[src/rtl/major_cycle_sequencer_pkg.sv]
// ---------------------------------------------------------------------------
// major_cycle_sequencer_pkg
//   Shared definitions for the major-cycle sequencer:
//     - one-hot state encoding for the 12 sequencer states
//     - default phase length and counter width
//     - bit positions of the ck*/stb* phase vector and its decoder
//   Optional feature macro used by the top: SINGLE_STEP_EN.
// ---------------------------------------------------------------------------
package major_cycle_sequencer_pkg;

    localparam int CK_TICKS_DEFAULT = 1;
    localparam int CNT_W_DEFAULT    = 4;
    localparam int NUM_STATES       = 12;
    localparam int NUM_PHASES       = 10;

    // Bit positions inside the packed phase vector (MSB = ckFetch).
    localparam int PH_CK_FETCH  = 9;
    localparam int PH_STB_FETCH = 8;
    localparam int PH_CK_AUTO1  = 7;
    localparam int PH_STB_AUTO1 = 6;
    localparam int PH_CK_AUTO2  = 5;
    localparam int PH_STB_AUTO2 = 4;
    localparam int PH_CK_IND    = 3;
    localparam int PH_STB_IND   = 2;
    localparam int PH_CK_EXEC   = 1;
    localparam int PH_STB_EXEC  = 0;

    typedef enum logic [NUM_STATES-1:0] {
        ST_IDLE   = 12'b0000_0000_0001,
        ST_F_CK   = 12'b0000_0000_0010,
        ST_F_STB  = 12'b0000_0000_0100,
        ST_DECODE = 12'b0000_0000_1000,
        ST_A1_CK  = 12'b0000_0001_0000,
        ST_A1_STB = 12'b0000_0010_0000,
        ST_A2_CK  = 12'b0000_0100_0000,
        ST_A2_STB = 12'b0000_1000_0000,
        ST_I_CK   = 12'b0001_0000_0000,
        ST_I_STB  = 12'b0010_0000_0000,
        ST_E_CK   = 12'b0100_0000_0000,
        ST_E_STB  = 12'b1000_0000_0000
    } state_e;

    // Phase outputs implied by a state; IDLE and DECODE drive no phase.
    function automatic logic [NUM_PHASES-1:0] phase_decode(input state_e s);
        logic [NUM_PHASES-1:0] ph;
        ph = '0;
        case (s)
            ST_F_CK:   ph[PH_CK_FETCH]  = 1'b1;
            ST_F_STB:  ph[PH_STB_FETCH] = 1'b1;
            ST_A1_CK:  ph[PH_CK_AUTO1]  = 1'b1;
            ST_A1_STB: ph[PH_STB_AUTO1] = 1'b1;
            ST_A2_CK:  ph[PH_CK_AUTO2]  = 1'b1;
            ST_A2_STB: ph[PH_STB_AUTO2] = 1'b1;
            ST_I_CK:   ph[PH_CK_IND]    = 1'b1;
            ST_I_STB:  ph[PH_STB_IND]   = 1'b1;
            ST_E_CK:   ph[PH_CK_EXEC]   = 1'b1;
            ST_E_STB:  ph[PH_STB_EXEC]  = 1'b1;
            default:   ph = '0;
        endcase
        return ph;
    endfunction

endpackage

[src/rtl/major_cycle_sequencer_phase_timer.sv]
// ---------------------------------------------------------------------------
// major_cycle_sequencer_phase_timer
//   Loadable down-counter shared by every X_CK state. The sequencer loads
//   CK_TICKS-1 on the clock that enters a CK state; phase_done is high while
//   the count sits at zero, i.e. on the last clock of the CK state.
// Ports:
//   clk        in   system clock
//   rst_n      in   asynchronous active-low reset (clears the count)
//   load       in   load load_val on the next rising edge
//   load_val   in   value to load (phase length minus one)
//   phase_done out  count is zero
// ---------------------------------------------------------------------------
module major_cycle_sequencer_phase_timer
    import major_cycle_sequencer_pkg::*;
#(
    parameter int CNT_W = CNT_W_DEFAULT
) (
    input  logic             clk,
    input  logic             rst_n,
    input  logic             load,
    input  logic [CNT_W-1:0] load_val,
    output logic             phase_done
);

    logic [CNT_W-1:0] cnt_q;
    logic [CNT_W-1:0] cnt_d;

    always_comb begin
        cnt_d = cnt_q;
        if (load) begin
            cnt_d = load_val;
        end else if (cnt_q != '0) begin
            cnt_d = cnt_q - CNT_W'(1);
        end
    end

    always_ff @(posedge clk or negedge rst_n) begin
        if (!rst_n) begin
            cnt_q <= '0;
        end else begin
            cnt_q <= cnt_d;
        end
    end

    assign phase_done = (cnt_q == '0);

endmodule

[src/rtl/major_cycle_sequencer.sv]
// ---------------------------------------------------------------------------
// major_cycle_sequencer
//   Produces the per-major-cycle phase signals for the fetch/indirect
//   strobe decoder and the execute decoders. Each instruction walks
//   FETCH -> DECODE -> [AUTO1 -> AUTO2] -> [IND] -> EXEC. Every X_CK phase
//   is held CK_TICKS clocks, every X_STB phase one clock. An interrupt
//   accepted at the end of EXEC raises irqOverride across the following
//   fetch.
//
// Optional feature (macro SINGLE_STEP_EN):
//   Adds input `single`. single=1 at stbExec returns to IDLE regardless of
//   run, and the next start then needs a 0->1 edge on run.
//
// Parameters:
//   CK_TICKS  clocks per ck* phase (1..15)
//   CNT_W     phase counter width (must hold CK_TICKS)
// Ports:
//   clk, rst_n               clock, asynchronous active-low reset
//   run                      level; allows instruction cycles to start
//   halt                     sampled during stbExec, stops the sequencer
//   instIsIND, instIsPPIND   addressing-mode flags, sampled in DECODE
//   irqReq, irqEnable        interrupt request and enable
//   single                   (SINGLE_STEP_EN only) single-step request
//   ck*/stb*                 registered phase outputs, at most one high
//   irqOverride              high over the fetch servicing an interrupt
//   running                  high in every state except IDLE
// ---------------------------------------------------------------------------
module major_cycle_sequencer
    import major_cycle_sequencer_pkg::*;
#(
    parameter int CK_TICKS = CK_TICKS_DEFAULT,
    parameter int CNT_W    = CNT_W_DEFAULT
) (
    input  logic clk,
    input  logic rst_n,
    input  logic run,
    input  logic halt,
    input  logic instIsIND,
    input  logic instIsPPIND,
    input  logic irqReq,
    input  logic irqEnable,
`ifdef SINGLE_STEP_EN
    input  logic single,
`endif
    output logic ckFetch,
    output logic stbFetch,
    output logic ckAuto1,
    output logic stbAuto1,
    output logic ckAuto2,
    output logic stbAuto2,
    output logic ckInd,
    output logic stbInd,
    output logic ckExec,
    output logic stbExec,
    output logic irqOverride,
    output logic running
);

    // The timer counts down to zero, so it is loaded with one less than
    // the phase length.
    localparam logic [CNT_W-1:0] CK_LOAD = CNT_W'(CK_TICKS - 1);

    state_e                state_q;
    state_e                state_d;
    logic                  irq_pending_q;
    logic                  irq_pending_d;
    logic [NUM_PHASES-1:0] phase_q;
    logic [NUM_PHASES-1:0] phase_d;
    logic                  irq_override_q;
    logic                  irq_override_d;
    logic                  running_q;
    logic                  running_d;
    logic                  timer_load;
    logic                  phase_done;
    logic                  start_ok;

    major_cycle_sequencer_phase_timer #(
        .CNT_W (CNT_W)
    ) u_phase_timer (
        .clk        (clk),
        .rst_n      (rst_n),
        .load       (timer_load),
        .load_val   (CK_LOAD),
        .phase_done (phase_done)
    );

`ifdef SINGLE_STEP_EN
    // After a single-step stop the sequencer must see a fresh rising edge
    // on run; a run level held high from the previous step does not count.
    logic run_prev_q;
    logic step_lock_q;
    logic step_lock_d;

    assign start_ok = step_lock_q ? (run & ~run_prev_q) : run;

    always_ff @(posedge clk or negedge rst_n) begin
        if (!rst_n) begin
            run_prev_q  <= 1'b0;
            step_lock_q <= 1'b0;
        end else begin
            run_prev_q  <= run;
            step_lock_q <= step_lock_d;
        end
    end
`else
    assign start_ok = run;
`endif

    always_ff @(posedge clk or negedge rst_n) begin
        if (!rst_n) begin
            state_q       <= ST_IDLE;
            irq_pending_q <= 1'b0;
        end else begin
            state_q       <= state_d;
            irq_pending_q <= irq_pending_d;
        end
    end

    always_comb begin
        state_d       = state_q;
        timer_load    = 1'b0;
        irq_pending_d = irq_pending_q;
`ifdef SINGLE_STEP_EN
        step_lock_d   = step_lock_q;
`endif
        unique case (state_q)
            ST_IDLE: begin
                if (start_ok) begin
                    state_d    = ST_F_CK;
                    timer_load = 1'b1;
`ifdef SINGLE_STEP_EN
                    step_lock_d = 1'b0;
`endif
                end
            end
            ST_F_CK: begin
                if (phase_done) begin
                    state_d = ST_F_STB;
                end
            end
            ST_F_STB: begin
                // The interrupt fetch ends here.
                state_d       = ST_DECODE;
                irq_pending_d = 1'b0;
            end
            ST_DECODE: begin
                timer_load = 1'b1;
                if (instIsPPIND) begin
                    state_d = ST_A1_CK;
                end else if (instIsIND) begin
                    state_d = ST_I_CK;
                end else begin
                    state_d = ST_E_CK;
                end
            end
            ST_A1_CK: begin
                if (phase_done) begin
                    state_d = ST_A1_STB;
                end
            end
            ST_A1_STB: begin
                state_d    = ST_A2_CK;
                timer_load = 1'b1;
            end
            ST_A2_CK: begin
                if (phase_done) begin
                    state_d = ST_A2_STB;
                end
            end
            ST_A2_STB: begin
                state_d    = ST_I_CK;
                timer_load = 1'b1;
            end
            ST_I_CK: begin
                if (phase_done) begin
                    state_d = ST_I_STB;
                end
            end
            ST_I_STB: begin
                state_d    = ST_E_CK;
                timer_load = 1'b1;
            end
            ST_E_CK: begin
                if (phase_done) begin
                    state_d = ST_E_STB;
                end
            end
            ST_E_STB: begin
                // halt beats run; an interrupt is only latched when the
                // sequencer really continues into another fetch.
                if (halt || !run) begin
                    state_d = ST_IDLE;
`ifdef SINGLE_STEP_EN
                end else if (single) begin
                    state_d = ST_IDLE;
`endif
                end else begin
                    state_d       = ST_F_CK;
                    timer_load    = 1'b1;
                    irq_pending_d = irqReq & irqEnable;
                end
`ifdef SINGLE_STEP_EN
                if (single) begin
                    step_lock_d = 1'b1;
                end
`endif
            end
            default: begin
                state_d = ST_IDLE;
            end
        endcase
    end

    // Outputs are decoded from the next state and registered so they line
    // up with the state register itself.
    always_comb begin
        phase_d        = phase_decode(state_d);
        irq_override_d = irq_pending_d && ((state_d == ST_F_CK) || (state_d == ST_F_STB));
        running_d      = (state_d != ST_IDLE);
    end

    always_ff @(posedge clk or negedge rst_n) begin
        if (!rst_n) begin
            phase_q        <= '0;
            irq_override_q <= 1'b0;
            running_q      <= 1'b0;
        end else begin
            phase_q        <= phase_d;
            irq_override_q <= irq_override_d;
            running_q      <= running_d;
        end
    end

    assign ckFetch     = phase_q[PH_CK_FETCH];
    assign stbFetch    = phase_q[PH_STB_FETCH];
    assign ckAuto1     = phase_q[PH_CK_AUTO1];
    assign stbAuto1    = phase_q[PH_STB_AUTO1];
    assign ckAuto2     = phase_q[PH_CK_AUTO2];
    assign stbAuto2    = phase_q[PH_STB_AUTO2];
    assign ckInd       = phase_q[PH_CK_IND];
    assign stbInd      = phase_q[PH_STB_IND];
    assign ckExec      = phase_q[PH_CK_EXEC];
    assign stbExec     = phase_q[PH_STB_EXEC];
    assign irqOverride = irq_override_q;
    assign running     = running_q;

endmodule

[config.mk]
export PLATFORM = sky130hd
export DESIGN_NAME = major_cycle_sequencer
export DESIGN_NICKNAME = d
export VERILOG_FILES = /design/src/rtl/major_cycle_sequencer_pkg.sv /design/src/rtl/major_cycle_sequencer_phase_timer.sv /design/src/rtl/major_cycle_sequencer.sv
export SDC_FILE = /design/constraint.sdc
export NUM_CORES = 1
export LEC_CHECK = 0
export CAP_MARGIN = 20
export CORE_MARGIN = 10
export CORE_UTILIZATION = 55
export CTS_BUF_LIST = sky130_fd_sc_hd__clkbuf_2
export DETAILED_ROUTE_END_ITERATION = 8
export PLACE_DENSITY_LB_ADDON = 0.25
export SYNTH_ARGS = -nofsm -noshare
export SYNTH_HDL_FRONTEND = slang
export SYNTH_HIERARCHICAL = 1
export SYNTH_SLANG_ARGS = --single-unit
export TNS_END_PERCENT = 50
[constraint.sdc]
create_clock -name clk -period 4 [get_ports clk]
set_input_delay 0.8 -clock clk [delete_from_list [all_inputs] [get_ports clk]]
set_output_delay 0.8 -clock clk [all_outputs]
set_load 0.05 [all_outputs]
# After elaboration in Yosys (flattened, before gate mapping)
# Index checks and enable logic that the tools add are counted.
totals:
  regBits: 29
  wordCells: 66
classes:
  addsub: 1
  n_eq_ne: 23
  mux: 27
  n_bitwise: 1
  n_reduce_logical: 8
ops:
  columns: ["op", "n"]
  rows:
  - ["$pmux 12 s12", 1]
  - ["$mux 12", 6]
  - ["$eq 12x10->1 const B", 2]
  - ["$eq 12x11->1 const B", 2]
  - ["$eq 12x12->1 const B", 2]
  - ["$eq 12x2->1 const B", 2]
  - ["$eq 12x3->1 const B", 2]
  - ["$eq 12x5->1 const B", 2]
  - ["$eq 12x6->1 const B", 2]
  - ["$eq 12x7->1 const B", 2]
  - ["$eq 12x8->1 const B", 2]
  - ["$eq 12x9->1 const B", 2]
  - ["$mux 11", 2]
  - ["$mux 1", 13]
  - ["$eq 12x1->1 const B", 1]
  - ["$eq 12x4->1 const B", 1]
  - ["$ne 12x1->1 const B", 1]
  - ["$mux 4", 2]
  - ["$logic_not 4->1", 1]
  - ["$reduce_bool 4->1", 1]
  - ["$reduce_or 4->1", 1]
  - ["$sub 4x1->4 const B", 1]
  - ["$pmux 1 s3", 1]
  - ["$logic_or 1x1->1", 2]
  - ["6 further kinds", 6]

# Longest topological paths before layout
# Gate-level depths: netlist of the first run.
depth:
  depth_word: 7
  depth_mapped: 9
  depth_no_buf: 7

# Hierarchy
# The synthesis of the first run kept the hierarchy.
by_module_without_submodules:
  columns: ["mod", "instances", "cells_each", "area_each_um2", "seq_area_each_um2"]
  rows:
  - ["major_cycle_sequencer", 1, 116, 1229.9, 626.9]
  - ["major_cycle_sequencer_phase_timer", 1, 23, 232.7, 100.1]

# Least setup slack after synthesis of the first run
# Ideal clock, no wire load.
synth_path:
  path_type: "input to register"
  startpoint: "in halt"
  endpoint: "reg u_phase_timer.cnt_q[3]"
  setup_ns: 0.126
  arrival_ns: 2.430
  required_time_ns: 3.874
  setup_slack_ns: 1.444
  cell_stages: 8
  n_path_buf: 1
  path_cell_list: "or4bb_1 nor3_1 nand2_1 a21o_1 o211ai_1 clkbuf_1 nor3_1 a221o_1"
synth_between:
  elab_chain_cells: 4
  elab_cells_between_ends: 5
  classes_between: "mux (3); reduce/logical (2)"
synth_lines:
  columns: ["item", "line", "rtl"]
  rows:
  - ["start: declaration", "major_cycle_sequencer.sv:37", "input logic halt,"]
  - ["$logic_or 1x1->1 (*)", "major_cycle_sequencer.sv:191", "if (halt || !run) begin"]
  - ["$mux 1 (*)", "major_cycle_sequencer.sv:191", null]
  - ["$pmux 1 s3 (*)", "major_cycle_sequencer.sv:126", "unique case (state_q)"]
  - ["net timer_load", "major_cycle_sequencer.sv:73", "logic timer_load;"]
  - ["$mux 4 / $reduce_bool 2->1 (equally long branches)", null, null]
  - ["end signal: assignment", "major_cycle_sequencer_phase_timer.sv:41", "cnt_q <= cnt_d;"]
  - ["end: declaration", "major_cycle_sequencer_phase_timer.sv:25", "logic [CNT_W-1:0] cnt_q;"]
# Mark *: on every way through the listed nets, which the timed path passes. The rest lies on a longest branch.
# A chain may end at the register's enable or synchronous reset.

# Worst setup path after layout of the first run
layout_path:
  startpoint: "in run"
  endpoint: "reg u_phase_timer.cnt_q[3]"
layout_between:
  elab_chain_cells: 5
  elab_cells_between_ends: 7
  classes_between: "mux (4); reduce/logical (3)"
layout_lines:
  columns: ["item", "line", "rtl"]
  rows:
  - ["start: declaration", "major_cycle_sequencer.sv:36", "input logic run,"]
  - ["$logic_not 1->1", "major_cycle_sequencer.sv:191", null]
  - ["$logic_or 1x1->1", "major_cycle_sequencer.sv:191", null]
  - ["$mux 1", "major_cycle_sequencer.sv:191", null]
  - ["$pmux 1 s3 (*)", "major_cycle_sequencer.sv:126", null]
  - ["net timer_load", "major_cycle_sequencer.sv:73", null]
  - ["$mux 4 / $reduce_bool 2->1 (equally long branches)", null, null]
# Marked as above.

==> results.sh, run 1 <==
export IMPL_crit_end="u_phase_timer/cnt_q[3]$_DFFE_PN0P_"
export IMPL_worstPathRequired_ps=4240
export IMPL_grt_usage_pct=12.4
export IMPL_dpl_cell_count=183
export IMPL_cts_resized_gates=0
export IMPL_netlist_top_cells_area="dfrtp_1 48%, nor4_1 5.1%, nand2_1 2.8%, nor2_1 2.8%, nor3_1 2.7%"
export IMPL_wl_per_cell_um=14.9
export IMPL_async_flop_share_pct=100
export IMPL_cts_setup_buffers=0
export IMPL_overflow=0
export IMPL_synth_top_area_share_pct=47.9
export IMPL_fin_setup_tns_ps=0
export IMPL_ant_nets=0
export IMPL_setup_viol_count_final=0
export IMPL_clock_latency_ps=350
export IMPL_power_density_nw_per_um2=495
export IMPL_grt_pass1_vias=1131
export IMPL_rows=18
export IMPL_hold_class="register to register"
export IMPL_cts_tree="yes"
export IMPL_n_fill_cell=196
export IMPL_use_met2_pct=18.2
export IMPL_vias=1113
export IMPL_r2r_slack_ps=1500
export IMPL_htreeDepth=2
export IMPL_busiest_layer="met2"
export IMPL_synth_seq_cells=29
export IMPL_yosysTopAreaCell="dfrtp_1"
export IMPL_startpoint="run"
export IMPL_finalWirelength_mm=2.84
export IMPL_slew_headroom_pct=57.6
export IMPL_final_cell_mix="28 x dfrtp_1, 19 x clkdlybuf4s50_1, 12 x nor4_1, 11 x nand2_1, 11 x nor2_1"
export IMPL_cp_max_fo=9
export IMPL_multiInputGateArea_um2=676
export IMPL_synth_ff_type="dfrtp_1"
export IMPL_yosysSeqAreaShare_pct=49.7
export IMPL_use_met1_pct=14.1
export IMPL_tightest_slew_ps=634
export IMPL_viasPerCell=5.83
export IMPL_drtIter0Drc=83
export IMPL_syn_to_final_growth_pct=15.4
export IMPL_regArea_um2=727
export IMPL_cts_hold_buffers=0
export IMPL_post_route_min_period_ps=2830
export IMPL_slew_violations=0
export IMPL_syn_area_um2=1460
export IMPL_grt_pass1_wl_mm=5.13
export IMPL_avgSynthCellArea_um2=10.5
export IMPL_place_detailed_hpwl_mm=2.05
export IMPL_die_width_um=71.6
export IMPL_post_place_ws_ps=819
export IMPL_crit_path_start_kind="input port"
export IMPL_worstReg2RegStart="state_q[10]$_DFF_PN0_"
export IMPL_reg2regPathDepth=7
export IMPL_hold_viol_final=0
export IMPL_drtPass1Iterations=4
export IMPL_synth_edf_count=0
export IMPL_reg2reg_to="u_phase_timer/cnt_q[3]$_DFFE_PN0P_"
export IMPL_cts_root_buf="clkbuf_2"
export IMPL_clock_sinks=29
export IMPL_cts_path_max_buffers=2
export IMPL_ir_drop_mv=0.540
export IMPL_clock_fmax_mhz=353
export IMPL_skew_ps=17.6
export IMPL_antenna_found_initial=0
export IMPL_start_util_pct=58.5
export IMPL_ys_types=44
export IMPL_clk_pin_slew_ps=140
export IMPL_syn_inst=139
export IMPL_arrival_ps=3070
export IMPL_layout_commonest_cell="dfrtp_1"
export IMPL_finalInstanceArea_um2=1690
export IMPL_path_class="input port to register"
export IMPL_io_buffers=19
export IMPL_drive_above_1_share_pct=10.6
export IMPL_die_area_um2=5120
export IMPL_grt_max_degree=30
export IMPL_die_h_um=71.6
export IMPL_core_um2=2500
export IMPL_crit_path_end_kind="register"
export IMPL_diodes=0
export IMPL_p_leak_nw=0.736
export IMPL_final_nets=169
export IMPL_pin_count=20
export IMPL_cts_made_buffers=5
export IMPL_gp_congestion=0.818
export IMPL_drc=0
export IMPL_status="completed"
export IMPL_ys_warn_count=6
export IMPL_layout_setup_ws_ps=1170
export IMPL_placed_area_um2=1650
export IMPL_final_cells=191
export IMPL_rsz0062_at_grt="false"
export IMPL_period_share_pct=70.8
export IMPL_cap_violations=0
export IMPL_grt_met3_usage_pct=7.02
-- worst min path at each step --
stage	start	slack (ps)	depth (start not counted)	endpoint
finish	irq_pending_q$_DFF_PN0_	580	2	irq_pending_q$_DFF_PN0_
CTS	irq_pending_q$_DFF_PN0_	580	2	irq_pending_q$_DFF_PN0_
floorplan	rst_n	500	0	irqOverride$_DFF_PN0_
detailed placement	irq_pending_q$_DFF_PN0_	560	2	irq_pending_q$_DFF_PN0_
global placement	irq_pending_q$_DFF_PN0_	560	2	irq_pending_q$_DFF_PN0_
global route	irq_pending_q$_DFF_PN0_	640	2	irq_pending_q$_DFF_PN0_
-- power breakdown --
part	internal, mW	switching, mW	total, mW
clock	0.0468	0.0940	0.141
sequential	0.344	0.0409	0.385
combinational	0.130	0.181	0.310
-- synthesized netlist by cell type (all sizes together), types with 2 or more instances --
cell / n
dfrtp: 28
nor4: 14
nor2: 12
nand2: 11
nor3: 9
o21ai: 7
buf: 6
a21oi: 4
xnor2: 4
a221o: 3
clkbuf: 3
inv: 3
or4: 3
a211o: 2
a22o: 2
and4b: 2
mux2i: 2
nand2b: 2
nand3: 2
nor2b: 2
nor3b: 2
nor4b: 2
-- stage by stage --
stage | util (%) | hold slack (ps) | power [mW]
after CTS | 67.5 | 584 | 0.845
after detailed placement | 66.0 | 563 | 0.699
after global routing | 67.5 | 638 | 0.901
after global placement | 66.0 | 556 | 0.688
after floorplan | - | 504 | 0.619
final | 67.5 | 576 | 0.836
-- flip-flops by register name, indices dropped and copies added (netlist names) --
| register | cells |
|---|---|
| state_q | 12 |
| phase_q | 10 |
| u_phase_timer/cnt_q | 4 |
| irqOverride | 1 |
| irq_pending_q | 1 |
| running | 1 |
-- final cells by class --
cell class | instances | area share [%]
clock inverters | 1 | 0.222
multi-input cells | 101 | 40.0
repair buffers | 20 | 11.7
inverters | 3 | 0.667
flip-flops and latches | 29 | 43.1
well taps | 30 | 2.22
clock buffers | 7 | 2.08
-- kinds of logic after synthesis --
| family | synth area share (%) |
|---|---|
| flip-flops | 49.7 |
| multiplexers | 2.14 |
| AND/OR/NAND/NOR | 28.9 |
| AO/OA/AOI/OAI | 10.3 |
| XOR/XNOR | 2.99 |
| adder cells (fa/ha/maj) | 0.855 |
| other | 0.256 |
| buffers and inverters | 4.88 |
-- worst max-delay path, cell delays in order --
cell and delay [ps]:
clkdlybuf4s50_1 480, or4bb_1 480, nor3_1 210, nand2_1 110, a21o_1 220, o211ai_1 300
nor3_1 140, a221o_1 350
-- metal layers --
metal | up-vias | wire (um)
li1 | 551 | -
met1 | 517 | 1260
met2 | 41 | 1290
met3 | 4 | 265
met4 | 0 | 28
met5 | - | 0
No activity file was read; power rests on OpenSTA's default activity.
==> inputs of run 2 (changes only) <==
--- a/config.mk
+++ b/config.mk
@@ -7,7 +7,7 @@
 export LEC_CHECK = 0
 export CAP_MARGIN = 20
 export CORE_MARGIN = 10
-export CORE_UTILIZATION = 55
+export CORE_UTILIZATION = 51
 export CTS_BUF_LIST = sky130_fd_sc_hd__clkbuf_2
 export DETAILED_ROUTE_END_ITERATION = 8
 export PLACE_DENSITY_LB_ADDON = 0.25
==> constraint.sdc (replaced) <==
create_clock -name clk -period 2.4 [get_ports clk]
set_input_delay 0.48 -clock clk [delete_from_list [all_inputs] [get_ports clk]]
set_output_delay 0.48 -clock clk [all_outputs]
set_load 0.05 [all_outputs]
==> results.sh, run 2 (synthesis gave the netlist of run 1 again) <==
export IMPL_status="completed"
export IMPL_htreeDepth=2
export IMPL_viasPerCell=5.74
export IMPL_grt_pass1_vias=1040
export IMPL_ir_drop_mv=0.701
export IMPL_top_regs="state_q: 12 flops, phase_q: 10 flops, u_phase_timer/cnt_q: 4 flops"
export IMPL_final_cells=197
export IMPL_period_share_pct=93.4
export IMPL_ant_nets=0
export IMPL_die_width_um=73.6
export IMPL_cts_hold_buffers=0
export IMPL_overflow=0
export IMPL_crit_path_end_kind="register"
export IMPL_setup_viol_count_final=0
export IMPL_final_core_util_pct=62.7
export IMPL_path_class="input port to register"
export IMPL_cp_max_fo=3
export IMPL_cts_path_max_buffers=2
export IMPL_use_met2_pct=17.4
export IMPL_final_nets=174
export IMPL_gp_congestion=0.838
export IMPL_hold_viol_final=0
export IMPL_finalWirelength_mm=2.98
export IMPL_diodes=0
export IMPL_cts_root_buf="clkbuf_2"
export IMPL_core_um2=2760
export IMPL_start_util_pct=53.0
export IMPL_die_h_um=73.6
export IMPL_cts_made_buffers=5
export IMPL_grt_met3_usage_pct=5.52
export IMPL_cts_tree="yes"
export IMPL_pin_count=20
export IMPL_holdWs_ps=484
export IMPL_post_route_min_period_ps=2240
export IMPL_slew_headroom_pct=66.0
export IMPL_grt_usage_pct=11.5
export IMPL_clock_latency_ps=350
export IMPL_drtIter0Drc=86
export IMPL_place_detailed_hpwl_mm=2.19
export IMPL_grt_pass1_wl_mm=4.79
export IMPL_arrival_ps=2500
export IMPL_die_area_um2=5410
export IMPL_largest_register_ffs=12
export IMPL_tightest_slew_ps=509
export IMPL_antenna_found_initial=0
export IMPL_wl_per_cell_um=15.1
export IMPL_vias=1131
export IMPL_cts_setup_buffers=0
export IMPL_clk_pin_slew_ps=140
export IMPL_clock_sinks=29
export IMPL_rows=19
export IMPL_slew_violations=0
export IMPL_use_met1_pct=13.3
export IMPL_syn_to_final_growth_pct=18.1
export IMPL_hold_class="input port to asynchronous set/reset pin"
export IMPL_crit_path_start_kind="input port"
export IMPL_layout_commonest_cell="dfrtp_1"
export IMPL_final_cell_mix="28 x dfrtp_1, 19 x clkdlybuf4s50_1, 12 x nor4_1, 11 x nand2_1, 11 x nor2_1"
export IMPL_cap_violations=0
export IMPL_dpl_cell_count=189
export IMPL_worstPathRequired_ps=2660
export IMPL_busiest_layer="met2"
export IMPL_regMostFlops="state_q"
export IMPL_clock_fmax_mhz=446
export IMPL_p_leak_nw=0.763
export IMPL_drc=0
export IMPL_io_buffers=19
export IMPL_rsz0062_at_grt="false"
export IMPL_drive_above_1_share_pct=13.9
export IMPL_grt_max_degree=30
export IMPL_cts_resized_gates=0
export IMPL_drtPass1Iterations=4
export IMPL_n_fill_cell=221
export IMPL_skew_ps=6.79
export IMPL_p_total_mw=1.42
export IMPL_reg2regPathDepth=7
export IMPL_power_density_nw_per_um2=822
[run 2: changes by cell type in the layout (fill, tap and decap cells not counted)]
cell | previous run | this run
clkbuf_2 | 7 | 8
buf_4 | 1 | 6
clkinv_1 | 1 | 0
[run 2: worst paths after layout]
kind	slack, ps	start	endpoint
worst max-delay path	160	run	u_phase_timer/cnt_q[3]$_DFFE_PN0P_
min in group clk	580	irq_pending_q$_DFF_PN0_	irq_pending_q$_DFF_PN0_
worst max register to register	260	state_q[11]$_DFF_PN0_	u_phase_timer/cnt_q[3]$_DFFE_PN0P_
max in group asynchronous	1610	rst_n	state_q[0]$_DFF_PN1_
worst min register to register	580	irq_pending_q$_DFF_PN0_	irq_pending_q$_DFF_PN0_
worst min-delay path	480	rst_n	phase_q[1]$_DFF_PN0_
[run 2: worst max-delay path, cell delays in order]
cell and delay, ps:
clkdlybuf4s50_1 470, or4bb_1 480, nor3_1 230, nand2_1 110
a21o_1 190, o211ai_1 140, nor3_1 90, a221o_1 320
[run 2: where the power goes]
part / internal [mW] / switching, mW
clock network: 0.0860 / 0.159
logic: 0.232 / 0.305
registers: 0.573 / 0.0662
[run 2: final cells by class]
cell class,count,area (um^2),share of cell area (%)
Multi-Input combinational cell,101,676,39.1
Sequential cell,29,727,42.1
Timing Repair Buffer,25,235,13.6
Tap cell,31,38.8,2.24
Clock buffer,8,40.0,2.32
Inverter,3,11.3,0.652
[run 2: metal layers]
layer | vias to the layer above | routed length, um
met1 | 534 | 1350
li1 | 563 | -
met5 | - | 0
met2 | 29 | 1330
met4 | 0 | 55
met3 | 5 | 247
[run 2: metrics by stage]
step / worst slack, ps / TNS (ps) / cell area, um^2
2_1_floorplan: 136 / 0 / 1470
3_3_place_gp: -172 / -290 / 1690
3_5_place_dp: -220 / -478 / 1690
4_1_cts: 179 / 0 / 1730
5_1_grt: 90.3 / 0 / 1730
6_report: 158 / 0 / 1730
==> inputs of run 3 (changes only) <==
--- a/config.mk
+++ b/config.mk
@@ -11,6 +11,7 @@
 export CTS_BUF_LIST = sky130_fd_sc_hd__clkbuf_2
 export DETAILED_ROUTE_END_ITERATION = 8
 export PLACE_DENSITY_LB_ADDON = 0.25
+export SLEW_MARGIN = 20
 export SYNTH_ARGS = -nofsm -noshare
 export SYNTH_HDL_FRONTEND = slang
 export SYNTH_HIERARCHICAL = 1
==> results of run 3 <==
Same layout as run 2: the final DEF is identical, and so are final timing and power.
